`config.mk`:
```
export PLATFORM = sky130hd
export DESIGN_NAME = traffic_conflict_monitor
export DESIGN_NICKNAME = d
export VERILOG_FILES = /design/src/rtl/traffic_pkg.sv /design/src/rtl/traffic_dir_tracker.sv /design/src/rtl/traffic_conflict_monitor.sv
export SDC_FILE = /design/constraint.sdc
export NUM_CORES = 1
export LEC_CHECK = 0
export CORE_MARGIN = 1
export CORE_UTILIZATION = 63
export CTS_CLUSTER_SIZE = 10
export DETAILED_ROUTE_END_ITERATION = 16
export DONT_BUFFER_PORTS = 1
export HOLD_SLACK_MARGIN = 0.06
export PLACE_DENSITY = 0.79
export SKIP_CTS_REPAIR_TIMING = 1
export SYNTH_ARGS = -nofsm -noshare
export SYNTH_HDL_FRONTEND = slang
export SYNTH_SLANG_ARGS = --single-unit
```
`constraint.sdc`:
```
create_clock -name clk -period 4.3 [get_ports clk]
set_clock_uncertainty 0.15 [all_clocks]
set_input_delay 0.86 -clock clk [delete_from_list [all_inputs] [get_ports clk]]
set_output_delay 0.86 -clock clk [all_outputs]
set_load 0.03 [all_outputs]
```
`src/rtl/traffic_pkg.sv`:
```
// Shared definitions for the traffic conflict monitor: light codes from the
// controller, latched fault causes, monitor states and lamp drive patterns.
package traffic_pkg;

    // Light codes produced by the upstream controller; everything else is illegal.
    localparam logic [2:0] LIGHT_GREEN  = 3'd1;
    localparam logic [2:0] LIGHT_YELLOW = 3'd2;
    localparam logic [2:0] LIGHT_RED    = 3'd3;

    // Fault causes; the numeric order doubles as the priority order (lowest wins).
    typedef enum logic [2:0] {
        FLT_NONE     = 3'd0,
        FLT_CONFLICT = 3'd1,
        FLT_ILLEGAL  = 3'd2,
        FLT_NOYEL    = 3'd3,
        FLT_SHORTYEL = 3'd4
    } fault_e;

    typedef enum logic [1:0] {
        MON_STARTUP = 2'd0,
        MON_RUN     = 2'd1,
        MON_FAULT   = 2'd2
    } mon_state_e;

    // Lamp enables are {red, yellow, green}.
    localparam logic [2:0] LAMP_R   = 3'b100;
    localparam logic [2:0] LAMP_Y   = 3'b010;
    localparam logic [2:0] LAMP_G   = 3'b001;
    localparam logic [2:0] LAMP_OFF = 3'b000;

    // Map a legal light code onto its lamp pattern; illegal codes light nothing.
    function automatic logic [2:0] lamp_decode(input logic [2:0] light);
        case (light)
            LIGHT_GREEN:  return LAMP_G;
            LIGHT_YELLOW: return LAMP_Y;
            LIGHT_RED:    return LAMP_R;
            default:      return LAMP_OFF;
        endcase
    endfunction

endpackage

```
`src/rtl/traffic_dir_tracker.sv`:
```
// Per-direction tracker: remembers the previous sample and the length of the
// current yellow run, and flags the per-direction rule violations on the
// current sample. Flags are raw; the top decides whether they count.
module traffic_dir_tracker
    import traffic_pkg::*;
#(
    parameter int MIN_YELLOW = 5
) (
    input  logic       clk,
    input  logic       rst,
    input  logic [2:0] sample,
    output logic       is_green,
    output logic       illegal,
    output logic       no_yellow,
    output logic       short_yellow
);

    localparam logic [7:0] MIN_Y = 8'(MIN_YELLOW);

    logic [2:0] history;
    logic [7:0] yel_cnt;

    // History follows the sample one cycle behind; the yellow run length saturates.
    always_ff @(posedge clk) begin
        // NOTE: non-blocking assignments in clocked blocks so every register
        // samples the pre-edge values, independent of statement order.
        if (rst) begin
            history <= LIGHT_RED;
            yel_cnt <= 8'd0;
        end else begin
            history <= sample;
            if (sample == LIGHT_YELLOW) begin
                if (yel_cnt != 8'hFF) yel_cnt <= yel_cnt + 8'd1;
            end else begin
                yel_cnt <= 8'd0;
            end
        end
    end

    assign is_green     = (sample == LIGHT_GREEN);
    assign illegal      = !((sample == LIGHT_GREEN) || (sample == LIGHT_YELLOW) ||
                            (sample == LIGHT_RED));
    assign no_yellow    = (history == LIGHT_GREEN) && (sample == LIGHT_RED);
    // yel_cnt holds the full yellow run by the time the sample turns red.
    assign short_yellow = (history == LIGHT_YELLOW) && (sample == LIGHT_RED) &&
                          (yel_cnt < MIN_Y);

endmodule

```
`src/rtl/traffic_conflict_monitor.sv`:
```
// Safety monitor between the 4-way light controller and the lamp drivers.
// Stage 1 registers the light codes; stage 2 checks them and registers the
// lamps from the next state, so an offending pattern never reaches a lamp.
// Any violation latches a fault and flashes all-way red until cleared.
// Optional build macro MON_FAULT_CNT_EN adds a saturating fault_count output.
module traffic_conflict_monitor
    import traffic_pkg::*;
#(
    parameter int MIN_YELLOW  = 5,
    parameter int FLASH_HALF  = 8,
    parameter int STARTUP_CYC = 4
) (
    input  logic       clk,
    input  logic       rst,
    input  logic [2:0] east_in,
    input  logic [2:0] south_in,
    input  logic [2:0] west_in,
    input  logic [2:0] north_in,
    input  logic       clear,
    output logic [2:0] lamp_e,
    output logic [2:0] lamp_s,
    output logic [2:0] lamp_w,
    output logic [2:0] lamp_n,
    output logic       fault,
    output logic [2:0] fault_code
`ifdef MON_FAULT_CNT_EN
    ,
    output logic [7:0] fault_count
`endif
);

    localparam logic [15:0] STARTUP_LAST = 16'(STARTUP_CYC - 1);
    localparam logic [15:0] FLASH_LAST   = 16'(FLASH_HALF - 1);

    // Direction index: 0=east, 1=south, 2=west, 3=north.
    logic [3:0][2:0] sample;
    logic [3:0][2:0] lamp_q, lamp_next;
    logic [3:0]      is_green, illegal, no_yellow, short_yellow;
    logic            conflict;
    fault_e          violation;

    mon_state_e state, state_next;
    fault_e     code_q, code_next;
    logic [15:0] startup_cnt, startup_next;
    logic [15:0] flash_cnt, flash_cnt_next;
    logic        flash_phase, phase_next;

    // Stage 1: capture the controller outputs every cycle.
    always_ff @(posedge clk) begin
        if (rst) sample <= {4{LIGHT_RED}};
        else     sample <= {north_in, west_in, south_in, east_in};
    end

    for (genvar d = 0; d < 4; d++) begin : g_dir
        traffic_dir_tracker #(.MIN_YELLOW(MIN_YELLOW)) u_tracker (
            .clk          (clk),
            .rst          (rst),
            .sample       (sample[d]),
            .is_green     (is_green[d]),
            .illegal      (illegal[d]),
            .no_yellow    (no_yellow[d]),
            .short_yellow (short_yellow[d])
        );
    end

    // Clearing the lowest set bit leaves something only if two or more were set.
    assign conflict = (is_green & (is_green - 4'd1)) != 4'd0;

    // Priority encoder: the lowest-numbered cause wins.
    always_comb begin
        violation = FLT_NONE;
        if (conflict)           violation = FLT_CONFLICT;
        else if (|illegal)      violation = FLT_ILLEGAL;
        else if (|no_yellow)    violation = FLT_NOYEL;
        else if (|short_yellow) violation = FLT_SHORTYEL;
    end

    // Next-state, counter and lamp logic for the monitor FSM.
    always_comb begin
        // NOTE: every output of this block gets a default first, so no path
        // leaves a variable unassigned and no latch is inferred.
        state_next     = state;
        code_next      = code_q;
        startup_next   = startup_cnt;
        flash_cnt_next = flash_cnt;
        phase_next     = flash_phase;
        lamp_next      = {4{LAMP_R}};

        case (state)
            MON_STARTUP: begin
                if (startup_cnt == STARTUP_LAST) state_next = MON_RUN;
                else                             startup_next = startup_cnt + 16'd1;
            end
            MON_RUN: begin
                if (violation != FLT_NONE) begin
                    state_next     = MON_FAULT;
                    code_next      = violation;
                    phase_next     = 1'b1;
                    flash_cnt_next = 16'd0;
                end
            end
            MON_FAULT: begin
                if (clear) begin
                    state_next   = MON_STARTUP;
                    code_next    = FLT_NONE;
                    startup_next = 16'd0;
                end else if (flash_cnt == FLASH_LAST) begin
                    flash_cnt_next = 16'd0;
                    phase_next     = ~flash_phase;
                end else begin
                    flash_cnt_next = flash_cnt + 16'd1;
                end
            end
            default: begin
                state_next   = MON_STARTUP;
                code_next    = FLT_NONE;
                startup_next = 16'd0;
            end
        endcase

        // Lamps follow the state being entered, not the one being left.
        case (state_next)
            MON_RUN: begin
                for (int d = 0; d < 4; d++) lamp_next[d] = lamp_decode(sample[d]);
            end
            MON_FAULT: lamp_next = {4{phase_next, 2'b00}};
            default:   lamp_next = {4{LAMP_R}};
        endcase
    end

    // Stage 2 registers: FSM state, latched cause, counters and lamp drive.
    always_ff @(posedge clk) begin
        if (rst) begin
            state       <= MON_STARTUP;
            code_q      <= FLT_NONE;
            startup_cnt <= 16'd0;
            flash_cnt   <= 16'd0;
            flash_phase <= 1'b1;
            lamp_q      <= {4{LAMP_R}};
        end else begin
            state       <= state_next;
            code_q      <= code_next;
            startup_cnt <= startup_next;
            flash_cnt   <= flash_cnt_next;
            flash_phase <= phase_next;
            lamp_q      <= lamp_next;
        end
    end

`ifdef MON_FAULT_CNT_EN
    // Count fault entries; clear leaves the tally alone, only rst zeroes it.
    always_ff @(posedge clk) begin
        if (rst) begin
            fault_count <= 8'd0;
        end else if (state == MON_RUN && state_next == MON_FAULT &&
                     fault_count != 8'hFF) begin
            fault_count <= fault_count + 8'd1;
        end
    end
`endif

    assign lamp_e     = lamp_q[0];
    assign lamp_s     = lamp_q[1];
    assign lamp_w     = lamp_q[2];
    assign lamp_n     = lamp_q[3];
    assign fault      = (state == MON_FAULT);
    assign fault_code = code_q;

endmodule
```
* Word-level counts from Yosys, hierarchy flattened
Index checks and enable logic that the tools add are counted.
** Cells by class
- Muxes and demuxes :: 27
- Reduce and logical (&&, ||, !) cells :: 38
- Equal/unequal tests :: 34
- Bitwise operators :: 8
- Add/subtract/negate cells :: 7
- $lt $le $gt $ge :: 4
** Operator list (count)
- $mux W16 :: 5
- $pmux W16 S3 :: 1
- $pmux W3 S3 :: 5
- $eq A3 B2 Y1 const B :: 12
- $add A16 B1 Y16 const B :: 2
- $add A8 B1 Y8 const B :: 4
- $lt A8 B3 Y1 const B :: 4
- $ne A8 B8 Y1 const B :: 4
- $pmux W16 S2 :: 1
- $eq A3 B1 Y1 const B :: 8
- $pmux W12 S2 :: 1
- $mux W3 :: 6
- $eq A16 B2 Y1 const B :: 1
- $eq A16 B3 Y1 const B :: 1
- $logic_and A1 B1 Y1 :: 12
- $reduce_or A4 Y1 :: 3
- $reduce_and A3 Y1 :: 3
- $logic_or A1 B1 Y1 :: 8
- $ne A2 B2 Y1 const B :: 4
- $reduce_or A2 Y1 :: 4
- $not A1 Y1 :: 7
- $mux W2 :: 3
- $pmux W2 S3 :: 1
- $and A4 B4 Y4 :: 1
- 10 further kinds :: 17
** Storage, ports and cells
- Output and inout port bits :: 16
- Word-level logic and storage cells :: 139
- Register bits :: 106
- Bits of input ports :: 15

* Longest topological paths before layout
- Depth after elaboration :: 13
- Gate-level depth with buffers :: 14
- Depth with buffers taken out :: 10

* Cells and area by module
Synthesis repeated with hierarchy kept, for this count alone.
** Second synthesis, totals
- Cell total of the unflattened synthesis :: 578
- Area, all modules :: 5013.6 µm²
** Modules (own cells, without submodules)
- traffic_conflict_monitor :: area an instance 2796.4 µm², sequential area each 1241.2 µm², instances 1, cells each 322
- traffic_dir_tracker :: area an instance 554.3 µm², sequential area each 220.2 µm², instances 4, cells each 64

* Least setup slack after synthesis
No wires, ideal clock.
- Kind :: reg-to-reg
- From :: register sample[2] (netlist name)
- To :: register lamp_q (netlist bit lamp_s[0])
- Data required time :: 4.058 ns
- Path slack :: 1.315 ns
- Period minus slack after synthesis :: 2.985 ns
- Library setup time :: 0.092 ns
- Data arrival time :: 2.743 ns
- Cell stages (with the launch flop) :: 13
- Path buffers :: 4
- Cell sequence :: dfxtp_1 -> or4_1 -> or3_1 -> and4b_1 -> buf_2 -> and4_4 -> buf_6 -> buf_6 -> o21ai_1 -> ha_1 -> nand2b_1 -> buf_1 -> nor4_1
** Between the ends
- Word-level cells in the longest chain between the ends :: 13
- Elaborated cells on any way between the ends :: 25
- Those cells by class :: add/sub (1); eq/ne (5); mux (7); bitwise (1); reduce/logical (11)
** RTL lines
- start, declared :: line traffic_conflict_monitor.sv:36 : logic [3:0][2:0] sample;
- start signal, assigned :: line traffic_conflict_monitor.sv:50 : if (rst) sample <= {4{LIGHT_RED}};
- start signal, assigned :: line traffic_conflict_monitor.sv:51 : else sample <= {north_in, west_in, south_in, east_in};
- branches (longest 7 deep; another with $sub A4 B1 Y4)
- $mux W3 * :: line traffic_conflict_monitor.sv:72 : if (conflict) violation = FLT_CONFLICT;
- $reduce_bool A3 Y1 * :: line traffic_conflict_monitor.sv:95 : if (violation != FLT_NONE) begin
- $mux W2 * :: line traffic_conflict_monitor.sv:95
- $pmux W2 S3 * :: line traffic_conflict_monitor.sv:89 : case (state)
- $eq A2 B2 Y1 / $eq A2 B1 Y1 (equally long branches) :: line traffic_conflict_monitor.sv:122 : case (state_next)
- $pmux W12 S2 * :: line traffic_conflict_monitor.sv:122
- end signal, assigned :: line traffic_conflict_monitor.sv:139 : lamp_q <= {4{LAMP_R}};
- end signal, assigned :: line traffic_conflict_monitor.sv:146 : lamp_q <= lamp_next;
- end, declared :: line traffic_conflict_monitor.sv:37 : logic [3:0][2:0] lamp_q, lamp_next;
Mark *: on every way between the ends.
A chain may end at the register's enable or synchronous reset.

* Final worst setup path
Same ends and word-level chain as after synthesis.

==> metrics.yaml <==
synth:
  synth_cells: 559
  yosysTopAreaCellShare_pct: 44.0
  synth_edf_count: 0
  yosysSeqAreaShare_pct: 44.0
  synth.cell_area_um2: 4830
  synth_nets: 590
  avgSynthCellArea_um2: 8.64
  ys.flop_type: "dfxtp_1"
  async_flop_share_pct: 0
  yosysTopAreaCell: "dfxtp_1"
  yosys.cell_types.count: 50
  yosysWarnings: 0
  synth-seq-cells: 106
  ys_top_cells_by_area: "dfxtp_1 (44%), nor2_1 (5.1%), ha_1 (4.1%), nand3_1 (3.4%), a21oi_1 (2.9%)"
clock_tree:
  cts_tree: "yes"
  cts_root_buf: "clkbuf_8"
  clk-insertion-delay-late_ns: 0.38
  clock_path_buffers: 2
  htreeDepth: 3
  clock-sinks: 106
  cts_buffers: 9
  clk_pin_slew_worst_paths_ns: 0.11
run:
  max_cap_viol_count: 0
worst_hold_path:
  hp-class: "reg -> reg"
  hold_start: "startup_cnt[1]"
setup_path:
  arrival_ns: 3.39
  crit_start: "sample[2]"
  cp_slowest_cell: "or4_1"
  crit_required_ns: 4.43
  path_class: "reg -> reg"
  worstPathCellList: "or4_1, or3_1, and4b_1, and4_4, o21ai_1, ha_1, nand2b_1, nor4_1"
  start_kind: "register"
  critPathMaxFanout: 28
  cp.buffers_inverters: 0
  cp_slowest_stage_delay_ns: 0.51
  r2r_start: "sample[2]"
  cp_top_family: "simple AND/OR/NAND/NOR gates"
  endpoint_kind: "register"
grt:
  grt_pass1_vias: 3268
  grt_max_degree: 41
  globalRouteOverflowTotal: 0
  track_usage_pct: 23.9
  grt_pass1_wl_um: 14600
  antenna_found_initial: 0
routing:
  post_drt_wl_per_cell_um: 14.0
  drtIter0Drc: 161
  drt_first_pass_iters: 4
  num_vias: 3857
  antenna_left: 0
  routed_wl_um: 9160
  viasPerCell: 5.90
  drc: 0
placed_design:
  portBuffers: 0
  dp_worst_setup_slack_ns: 1.09
  routabilityCongestion: 0.849
  dp_hpwl_um: 6620
power:
  ir_drop_mv: 0.301
  p_int_mw: 1.35
  seqPwrFrac_pct: 57.2
  pwr-share-clk_pct: 29.8
  switching_share_pct: 29.7
  p_per_area_nw_per_um2: 381
  power_leakage_nw: 1.62
  switching_power_uw: 571
  finalPower_mw: 1.92
  pwr-share-comb_pct: 13.0
floorplanning:
  core_um2: 7330
  die_w_um: 89.5
  rows: 31
  initial_core_util_pct: 65.8
  num_io_pins: 31
  dieHeight_um: 89.5
  dieArea_um2: 8020
timing:
  setup_tns_ns: 0
  finalSetupViolCount: 0
  max_freq_mhz: 307
  relSlewSlack_pct: 52.1
  rsz0062_at_grt: "false"
  fin_ws_ns: 1.04
  worst_pin_slew_ns: 0.717
  hold_viol: 0
  slew_violations: 0
  period_minus_slack_ns: 3.26
  min_period_over_period_pct: 75.8
  whs_ns: 0.329
finish:
  syn_to_final_growth_pct: 4.56
  layout.nets: 581
  drive_above_1_share_pct: 9.01
  final_common_cell: "dfxtp_1"
  post-route-util_pct: 68.9
  n_antenna_cell: 0
  layout_common_cells: "dfxtp_1 (106), nor2_1 (65), nand3_1 (33), a21oi_1 (28), nor3_1 (27)"
status:
  outcome: "finished clean"
power groups by stage:
stage                     Sequential [mW]  Combinational [mW]  Clock [mW]
final                                1.10               0.249       0.572
after CTS                            1.10               0.248       0.593
after detailed placement             1.12               0.248           0
after floorplan                      1.11               0.209           0
after global placement               1.12               0.239           0
after global routing                 1.11               0.285       0.625
stage by stage:
stage	cells	area (um2)
after CTS	654	5050
after global placement	638	4860
after floorplan	559	4830
after global routing	654	5050
after detailed placement	638	4860
final	654	5050
sequential cells by signal, summed over array words and instances, names as in the netlist:
register / cells
sample: 12
flash_phase: 1
state: 2
lamp_e: 3
g_dir.u_tracker.yel_cnt: 32
lamp_n: 3
fault_code: 3
flash_cnt: 16
g_dir.u_tracker.history: 12
lamp_s: 3
lamp_w: 3
startup_cnt: 16
area by class of cell:
| class | count | area [um2] |
|---|---|---|
| well taps | 99 | 124 |
| fillers | 589 | 2280 |
| clock inverters | 6 | 61.3 |
| multi-input cells | 407 | 2510 |
| clock buffers | 10 | 128 |
| inverters | 26 | 97.6 |
| flip-flops and latches | 106 | 2120 |
kinds of logic (layout without fill, tap and decap cells):
family,Yosys count,in the layout,synth area share [%]
muxes,4,4,0.829
AOI/OAI and AO/OA,91,91,11.7
and+or+nand+nor,276,276,31.7
DFF,106,106,44.0
adders and majority gates,17,17,4.38
xor gates and xnor gates,19,19,3.45
buffers and inverters,46,42,3.94
final timing paths:
kind	slack [ns]	cells after the start	endpoint
worst max-delay path	1.04	8	lamp_s[0]
worst min-delay path	0.33	2	startup_cnt[1]
worst max register to register	1.04	8	lamp_s[0]
worst min register to register	0.33	2	startup_cnt[1]
worst register-to-register path: stages, from the launching register on:
cell	delay, ns
dfxtp_1	0.37
or4_1	0.51
or3_1	0.33
and4b_1	0.39
and4_4	0.43
o21ai_1	0.15
ha_1	0.32
nand2b_1	0.29
nor4_1	0.21
cells in the mapped netlist (5+ instances only):
cell type,n
a21oi_1,28
a31oi_1,7
and3_1,10
clkbuf_1,14
dfxtp_1,106
ha_1,16
inv_1,26
nand2_1,26
nand3_1,33
nand4_1,17
nand4b_1,5
nor2_1,65
nor2b_1,11
nor3_1,27
nor3b_1,6
nor4_1,6
nor4b_1,9
nor4bb_1,5
o2111ai_1,6
o21ai_0,25
o31ai_1,8
or2_2,21
or3_1,9
or3b_2,7
or4_1,9
xnor2_1,14
xor2_1,5
routing by layer:
layer	up-vias	share of wire (%)	global-route usage (%)	routed length [um]
li1	1991	-	-	-
met1	1783	46	28.6	4240
met2	70	47	41.0	4330
met3	13	4.8	6.56	438
met4	0	1.6	8.95	143
met5	-	0	0	0
Note: power is estimated with default switching activity, not from simulation.
